==> src/rtl/reg_rename_file.sv <==
// Architectural register file with per-register ROB rename tags.
// Zero-latency source lookup with commit bypass, flush clears renames.
module reg_rename_file #(
  parameter int NREG  = 32,
  parameter int TAG_W = 4,
  parameter int XLEN  = 32
) (
  input  logic             clk,
  input  logic             rst,
  input  logic             rdy,
  input  logic             flush,
  input  logic             rn_en,
  input  logic [4:0]       rn_idx,
  input  logic [TAG_W-1:0] rn_tag,
  input  logic             cm_en,
  input  logic [4:0]       cm_idx,
  input  logic [TAG_W-1:0] cm_tag,
  input  logic [XLEN-1:0]  cm_val,
  input  logic [4:0]       rs1_addr,
  input  logic [4:0]       rs2_addr,
  output logic             rs1_ready,
  output logic [XLEN-1:0]  rs1_val,
  output logic             rs2_ready,
  output logic [XLEN-1:0]  rs2_val,
  output logic [5:0]       busy_cnt
);

  logic [XLEN-1:0]  val_q [NREG];
  logic [TAG_W-1:0] tag_q [NREG];
  logic [NREG-1:0]  busy_q;
  logic [5:0]       cnt_q;

  logic       cm_hit;
  logic       rn_hit;
  logic       cm_clr;
  logic       inc;
  logic       dec;
  logic [5:0] cnt_nxt;

  function automatic logic [XLEN:0] lookup(input logic [4:0] a);
    logic [XLEN:0] r;
    r = {1'b1, XLEN'(0)};
    if (a == 5'd0) begin
      r = {1'b1, XLEN'(0)};
    end else if (!busy_q[a]) begin
      r = {1'b1, val_q[a]};
    end else if (cm_en && cm_idx == a && cm_tag == tag_q[a]) begin
      r = {1'b1, cm_val};
    end else begin
      r = {1'b0, XLEN'(tag_q[a])};
    end
    return r;
  endfunction

  // Source lookups: file value, commit bypass, or pending tag
  always_comb begin
    {rs1_ready, rs1_val} = lookup(rs1_addr);
    {rs2_ready, rs2_val} = lookup(rs2_addr);
  end

  // Decode this cycle's commit/rename effects and the busy count delta
  always_comb begin
    cm_hit  = cm_en && cm_idx != 5'd0;
    rn_hit  = rn_en && rn_idx != 5'd0 && !flush;
    cm_clr  = cm_hit && tag_q[cm_idx] == cm_tag
              && !(rn_en && rn_idx == cm_idx);
    inc     = rn_hit && !busy_q[rn_idx];
    dec     = cm_clr && busy_q[cm_idx];
    cnt_nxt = cnt_q + 6'(inc) - 6'(dec);
    if (flush) cnt_nxt = '0;
  end

  // State update; a rename beats a same-cycle commit clear
  always_ff @(posedge clk or negedge rst) begin
    if (!rst) begin
      for (int i = 0; i < NREG; i++) begin
        val_q[i] <= '0;
        tag_q[i] <= '0;
      end
      busy_q <= '0;
      cnt_q  <= '0;
    end else if (rdy) begin
      if (cm_hit) val_q[cm_idx] <= cm_val;
      if (flush) begin
        busy_q <= '0;
      end else begin
        if (cm_clr) busy_q[cm_idx] <= 1'b0;
        if (rn_hit) begin
          busy_q[rn_idx] <= 1'b1;
          tag_q[rn_idx]  <= rn_tag;
        end
      end
      cnt_q <= cnt_nxt;
    end
  end

  assign busy_cnt = cnt_q;

endmodule

==> config.mk <==
export PLATFORM = sky130hd
export DESIGN_NAME = reg_rename_file
export DESIGN_NICKNAME = d
export VERILOG_FILES = /design/src/rtl/reg_rename_file.sv
export SDC_FILE = /design/constraint.sdc
export NUM_CORES = 2
export LEC_CHECK = 0
export CORE_ASPECT_RATIO = 0.6
export CORE_MARGIN = 10
export CORE_UTILIZATION = 58
export CTS_CLUSTER_SIZE = 25
export DETAILED_ROUTE_END_ITERATION = 10
export PLACE_DENSITY = 0.76
export SLEW_MARGIN = 25
export SYNTH_ARGS = -nofsm -noshare
export SYNTH_HDL_FRONTEND = slang
export SYNTH_SLANG_ARGS = --single-unit
==> constraint.sdc <==
create_clock -name clk -period 5 [get_ports clk]
set_clock_uncertainty 0.1 [all_clocks]
set_input_delay 1 -clock clk [delete_from_list [all_inputs] [get_ports clk]]
set_output_delay 1 -clock clk [all_outputs]
set_load 0.01 [all_outputs]
-- Word-level counts from Yosys, hierarchy flattened
Cells that the tools add are included.
- logic and storage cells: 164
- register bits: 1190
- bits of input ports: 66
- reduce and logical (&&, ||, !) cells: 25
- bitwise operators: 8
- muxes and demuxes: 45
- equal/unequal tests: 6
- order comparisons: 12
- add/subtract/negate cells: 2
- operator list (kind ; number):
    $bwmux W1024 ; 1
    $bmux W32 S5 ; 2
    $mux W32 ; 10
    $mux W33 ; 6
    $demux W32 S5 ; 1
    $bwmux W128 ; 1
    $bmux W4 S5 ; 3
    $and A32 B32 Y32 ; 1
    $not A32 Y32 ; 1
    $or A32 B32 Y32 ; 1
    $mux W4 ; 7
    $ge A6 B6 Y1 const B ; 4
    $lt A5 B6 Y1 const B ; 4
    $not A5 Y6 ; 4
    $bmux W1 S5 ; 4
    $demux W4 S5 ; 1
    $logic_and A1 B1 Y1 ; 16
    $eq A5 B5 Y1 ; 3
    $eq A4 B4 Y1 ; 3
    $lt A6 B1 Y1 const B ; 2
    $demux W1 S5 ; 2
    $ge A5 B1 Y1 const B ; 2
    $logic_not A5 Y1 ; 2
    $reduce_bool A5 Y1 ; 2
    other kinds (8) ; 15

-- Longest topological paths before layout
- word-level depth: 13
- gate-level depth with buffers: 19
- gate-level depth less buffers: 17

-- Worst setup path before layout
OpenSTA, ideal clock, no wires.
- path type: input to register
- start: input port cm_idx[0]
- end: register cnt_q[5], in the netlist busy_cnt[5]
- required time: 4.763 ns
- library setup time: 0.137 ns
- stages on the path: 19
- slack: 0.461 ns
- data arrival time: 4.302 ns
- path through: buf_6 -> buf_4 -> mux4_2 -> a22oi_1 -> nand4_1 -> xnor2_1 -> a311oi_2 -> and3_1 -> ha_1 -> inv_1 -> ha_1 -> a21o_1 -> a21oi_1 -> o21bai_1 -> a21oi_1 -> xnor2_1 -> nor3b_1 -> a21oi_1 -> o22ai_1
- longest elaborated chain between the ends: 10
- elaborated cells on any way between the ends: 17
- those cells by class: add/sub (1); eq/ne (2); mux (6); bitwise (1); reduce/logical (7)
- RTL lines (item ; RTL line ; RTL):
    start: declaration ; 16 ; input logic [4:0] cm_idx,
    $not A5 Y6 (not written as such) ; 65 ; cm_clr = cm_hit && tag_q[cm_idx] == cm_tag
    $bmux W4 S5 ; 65 ;
    $mux W4 (not written as such) (2 in series) ; 65 ;
    $eq A4 B4 Y1 ; 65 ;
    $logic_and A1 B1 Y1 ; 65 ;
    $logic_and A1 B1 Y1 ; 66 ; && !(rn_en && rn_idx == cm_idx);
    $logic_and A1 B1 Y1 (*) ; 68 ; dec = cm_clr && busy_q[cm_idx];
    $sub A6 B1 Y6 (*) ; 69 ; cnt_nxt = cnt_q + 6'(inc) - 6'(dec);
    $mux W6 (*) ; 70 ; if (flush) cnt_nxt = '0;
    end signal: assignment ; 93 ; cnt_q <= cnt_nxt;
    end: declaration ; 31 ; logic [5:0] cnt_q;
Mark *: on every way between the ends. The rest lies on a longest branch, timed or not. The select of a mux whose other input is x is not followed.
A chain may end at the register's enable or synchronous reset.

-- Worst setup path in the final report
- start: input port rs1_addr[3]
- end: output port rs1_ready
- longest elaborated chain between the ends: 9
- elaborated cells on any way between the ends: 14
- those cells by class: eq/ne (2); mux (8); bitwise (1); reduce/logical (3)
- RTL lines (item ; RTL line ; RTL):
    start: declaration ; 19 ; input logic [4:0] rs1_addr,
    $not A5 Y6 (not written as such) ; 47 ; end else if (cm_en && cm_idx == a && cm_tag == tag_q[a]) begin
    $bmux W4 S5 ; 47 ;
    $mux W4 (not written as such) (2 in series) ; 47 ;
    $eq A4 B4 Y1 ; 47 ;
    $logic_and A1 B1 Y1 ; 47 ;
    $mux W33 ; 47 ;
    $mux W33 ; 45 ; end else if (!busy_q[a]) begin
    $mux W33 (*) ; 43 ; if (a == 5'd0) begin
    end: declaration ; 21 ; output logic rs1_ready,
Marked as above.

==> summary.txt <==
Floorplanning
  • Core area: 114000 sq um
  • Die height: 282 um
  • I/O pin count: 138
  • Row Count: 96
  • Die ar.: 129000 sq um
  • Starting Density: 58.2%
  • Die width: 457 um

Worst setup path
  • Crit path cell chain: clkdlybuf4s50_1 -> buf_6 -> mux4_2 -> a22o_1 -> a311oi_2 -> xnor2_2 -> and4_4 -> buf_4 -> or2_1 -> clkdlybuf4s50_1
  • Crit path required time: 3.90 ns
  • CP max stage delay: 0.57 ns
  • Critical path depth: 10
  • Critical path destination: rs1_ready
  • Cell mode on critical path: clkdlybuf4s50_1
  • Worst reg2reg path startpoint: tag_q[95]
  • Data arrival time of the worst path: 3.92 ns
  • Worst setup path start: rs1_addr[3]
  • Slowest CP cell: clkdlybuf4s50_1
  • Top delay family on crit path: buffers and inverters
  • CP Max Fanout: 4
  • Reg2Reg Setup Slack: 0.76 ns
  • Crit. End Element: output port
  • Reg2reg end: busy_cnt[5]
  • Crit path buf inv count: 4
  • R2R cell count: 18
  • Startpoint Class: input port
  • Setup CP Type: in -> out

Drt
  • Routed wire length: 226000 um
  • DR vias: 45000
  • DR WL/cell: 36.3 um
  • DR pass1 iterations: 6
  • Vias per cell: 7.24
  • Initial DRC Count: 6517
  • Post-route ant nets: 0
  • Remaining DRCs: 0

Layout
  • Fraction of layout cells with a size suffix above 1: 56.2%
  • P&R area growth vs syn: 15.9%
  • Fin util: 67.5%
  • Post-layout net count: 4684

GRT
  • Number of global-route vias before repair: 45500
  • Tot GR Track Use: 34.8%
  • Largest net degree at the start of global routing: 126
  • First-pass GRT wire length: 327000 um
  • Antenna violations before repair: 7
  • Grt ovf: 0

Place
  • PortBufs: 137
  • Post-Place Worst Slack: -0.497 ns
  • DP HPWL: 145000 um
  • RePlAce Congestion: 1.05

Clocking
  • Root Buffer Master: clkbuf_16
  • Post-CTS Hold Buffers: 0
  • Clock Sink Count: 1190
  • CTS Buf Count: 109
  • H-tree levels: 3
  • CTS tree: yes
  • Clk Latency, worst-skew pair: 0.74 ns
  • CTS clk-pin slew, worst paths: 0.06 ns
  • CTS max path bufs: 3

Timing
  • Final setup viols: 2
  • Max-slew headroom: 31.4%
  • Fmax: 199 MHz
  • Final worst slack: -0.0228 ns
  • Tmin final: 5.02 ns
  • Final Hold Viols: 0
  • Slew @ Worst Pin: 1.03 ns
  • Final period util: 100%
  • Max-slew violation count: 0

Power and ir drop
  • Final Total Pwr: 26.2 mW
  • Switching part of the total: 27.7%
  • NetSw: 7.26 mW
  • Peak supply drop: 0.270 mV
  • Combinational power share: 20.8%
  • Share of total power in sequential cells: 44.8%
  • P_int: 18.9 mW
  • PwrDens: 340 nW/um^2
  • Leak: 34.4 nW
  • Clock power share: 34.4%

Status
  • Status: finished with violations
  • Failing checks: negative setup slack

Yosys
  • Top cell type's share of synthesized area: 44.9%
  • Net Count, Synth: 4423
  • Most frequent cells after synthesis: dfrtp_1, mux2_2, mux4_2, clkbuf_1, buf_2
  • Asr flop ratio synth: 100%
  • Yosys warnings: 0
  • Cell taking the most area after synthesis: dfrtp_1
  • Synth Register Bits: 1190
  • Register area share after synthesis: 44.9%
  • Area contributors post-synth: dfrtp_1, mux4_2, mux2_2, mux2i_1, buf_2
  • Mapped Avg Cell Area: 15.3 sq um
  • Netlist cell types: 73
  • Mapped cell area: 66400 sq um
  • Most common cell in the netlist: dfrtp_1
  • Number of synthesized flops with an enable pin: 0
  • Mapped Cells: 4350
  • Ys flop type: dfrtp_1

Worst hold path
  • HP Class: in -> async

Job
  • MaxCap Viol Count: 0
[metal layers]
| layer | up-vias | wire length [um] | track usage [%] |
|---|---|---|---|
| li1 | 17500 | - | - |
| met1 | 24100 | 92000 | 50.2 |
| met2 | 2914 | 93700 | 47.6 |
| met3 | 477 | 32900 | 14.9 |
| met4 | 4 | 7590 | 10.5 |
| met5 | - | 27 | 0 |
[logic make-up after synthesis]
| kind of cell | share of synthesized area [%] |
|---|---|
| multiplexers | 45.9 |
| buffers and inverters | 3.40 |
| AND/OR/NAND/NOR | 2.92 |
| XOR/XNOR | 0.343 |
| flip-flops | 44.9 |
| AO/OA/AOI/OAI | 2.47 |
| adder cells (fa/ha/maj) | 0.143 |
[layout make-up]
type,instances,area (sq um)
Tap cell,1519,1900
Clock inverter,51,708
Sequential cell,1190,29800
Timing Repair Buffer,635,6620
Fill cell,7711,37000
Inverter,18,72.6
Multi-Input combinational cell,2657,34800
Clock buffer,148,3090
Antenna cell,4,10.0
[layout by cell type, fill, tap and decap left out, drive strengths merged, types with 15 or more instances in the layout]
cell type / instances
a21oi: 17
a22oi: 54
a31oi: 30
a41oi: 28
buf: 513
bufinv: 15
clkbuf: 172
clkdlybuf4s50: 59
clkinv: 28
dfrtp: 1190
dlygate4sd2: 30
inv: 22
mux2: 1114
mux2i: 157
mux4: 725
nand2: 93
nand3: 29
nor2: 176
o211ai: 35
o21ai: 22
xor2: 15
[per-stage QoR]
step	cells	instance area [sq um]	hold WS (ns)	setup TNS (ns)
after floorplan	4350	66400	0.341	0
after global placement	5965	72400	0.277	-14.35
after detailed placement	5965	72400	0.283	-17.69
after CTS	6184	76600	0.211	-0.265
after global routing	6218	77000	0.215	-0.0874
final	6222	77000	0.171	-0.0426
[power groups by stage]
| stage | clock (mW) | sequential, mW | combinational (mW) |
|---|---|---|---|
| floorplan | 0 | 11.5 | 3.43 |
| global route | 9.50 | 11.8 | 5.73 |
| global placement | 0 | 11.7 | 5.22 |
| finish | 9.02 | 11.7 | 5.46 |
| detailed placement | 0 | 11.8 | 5.33 |
| CTS | 9.10 | 11.7 | 5.34 |
[registers in the layout, summed over array words and instances (netlist names)]
name / flops
busy_cnt: 6
busy_q: 32
tag_q: 128
val_q: 1024
[timing repair]
item	CTS	global route
buffers inserted	16	30
setup endpoints to repair	66	61
cloned	4	6
gates resized for setup	148	67
pin swaps	23	16
[how the worst min path moves through the flow]
stage           startpoint          end  slack [ns]  cells after the start
3_5_place_dp   val_q[1012]  val_q[1012]        0.28                      0
3_3_place_gp   val_q[1006]  val_q[1006]        0.28                      0
4_1_cts                rst   val_q[426]        0.21                      1
2_1_floorplan  val_q[1000]  val_q[1000]        0.34                      1
6_report               rst   val_q[615]        0.17                      1
5_1_grt                rst   val_q[615]        0.21                      1
Note: power is estimated with default switching activity, not from simulation.
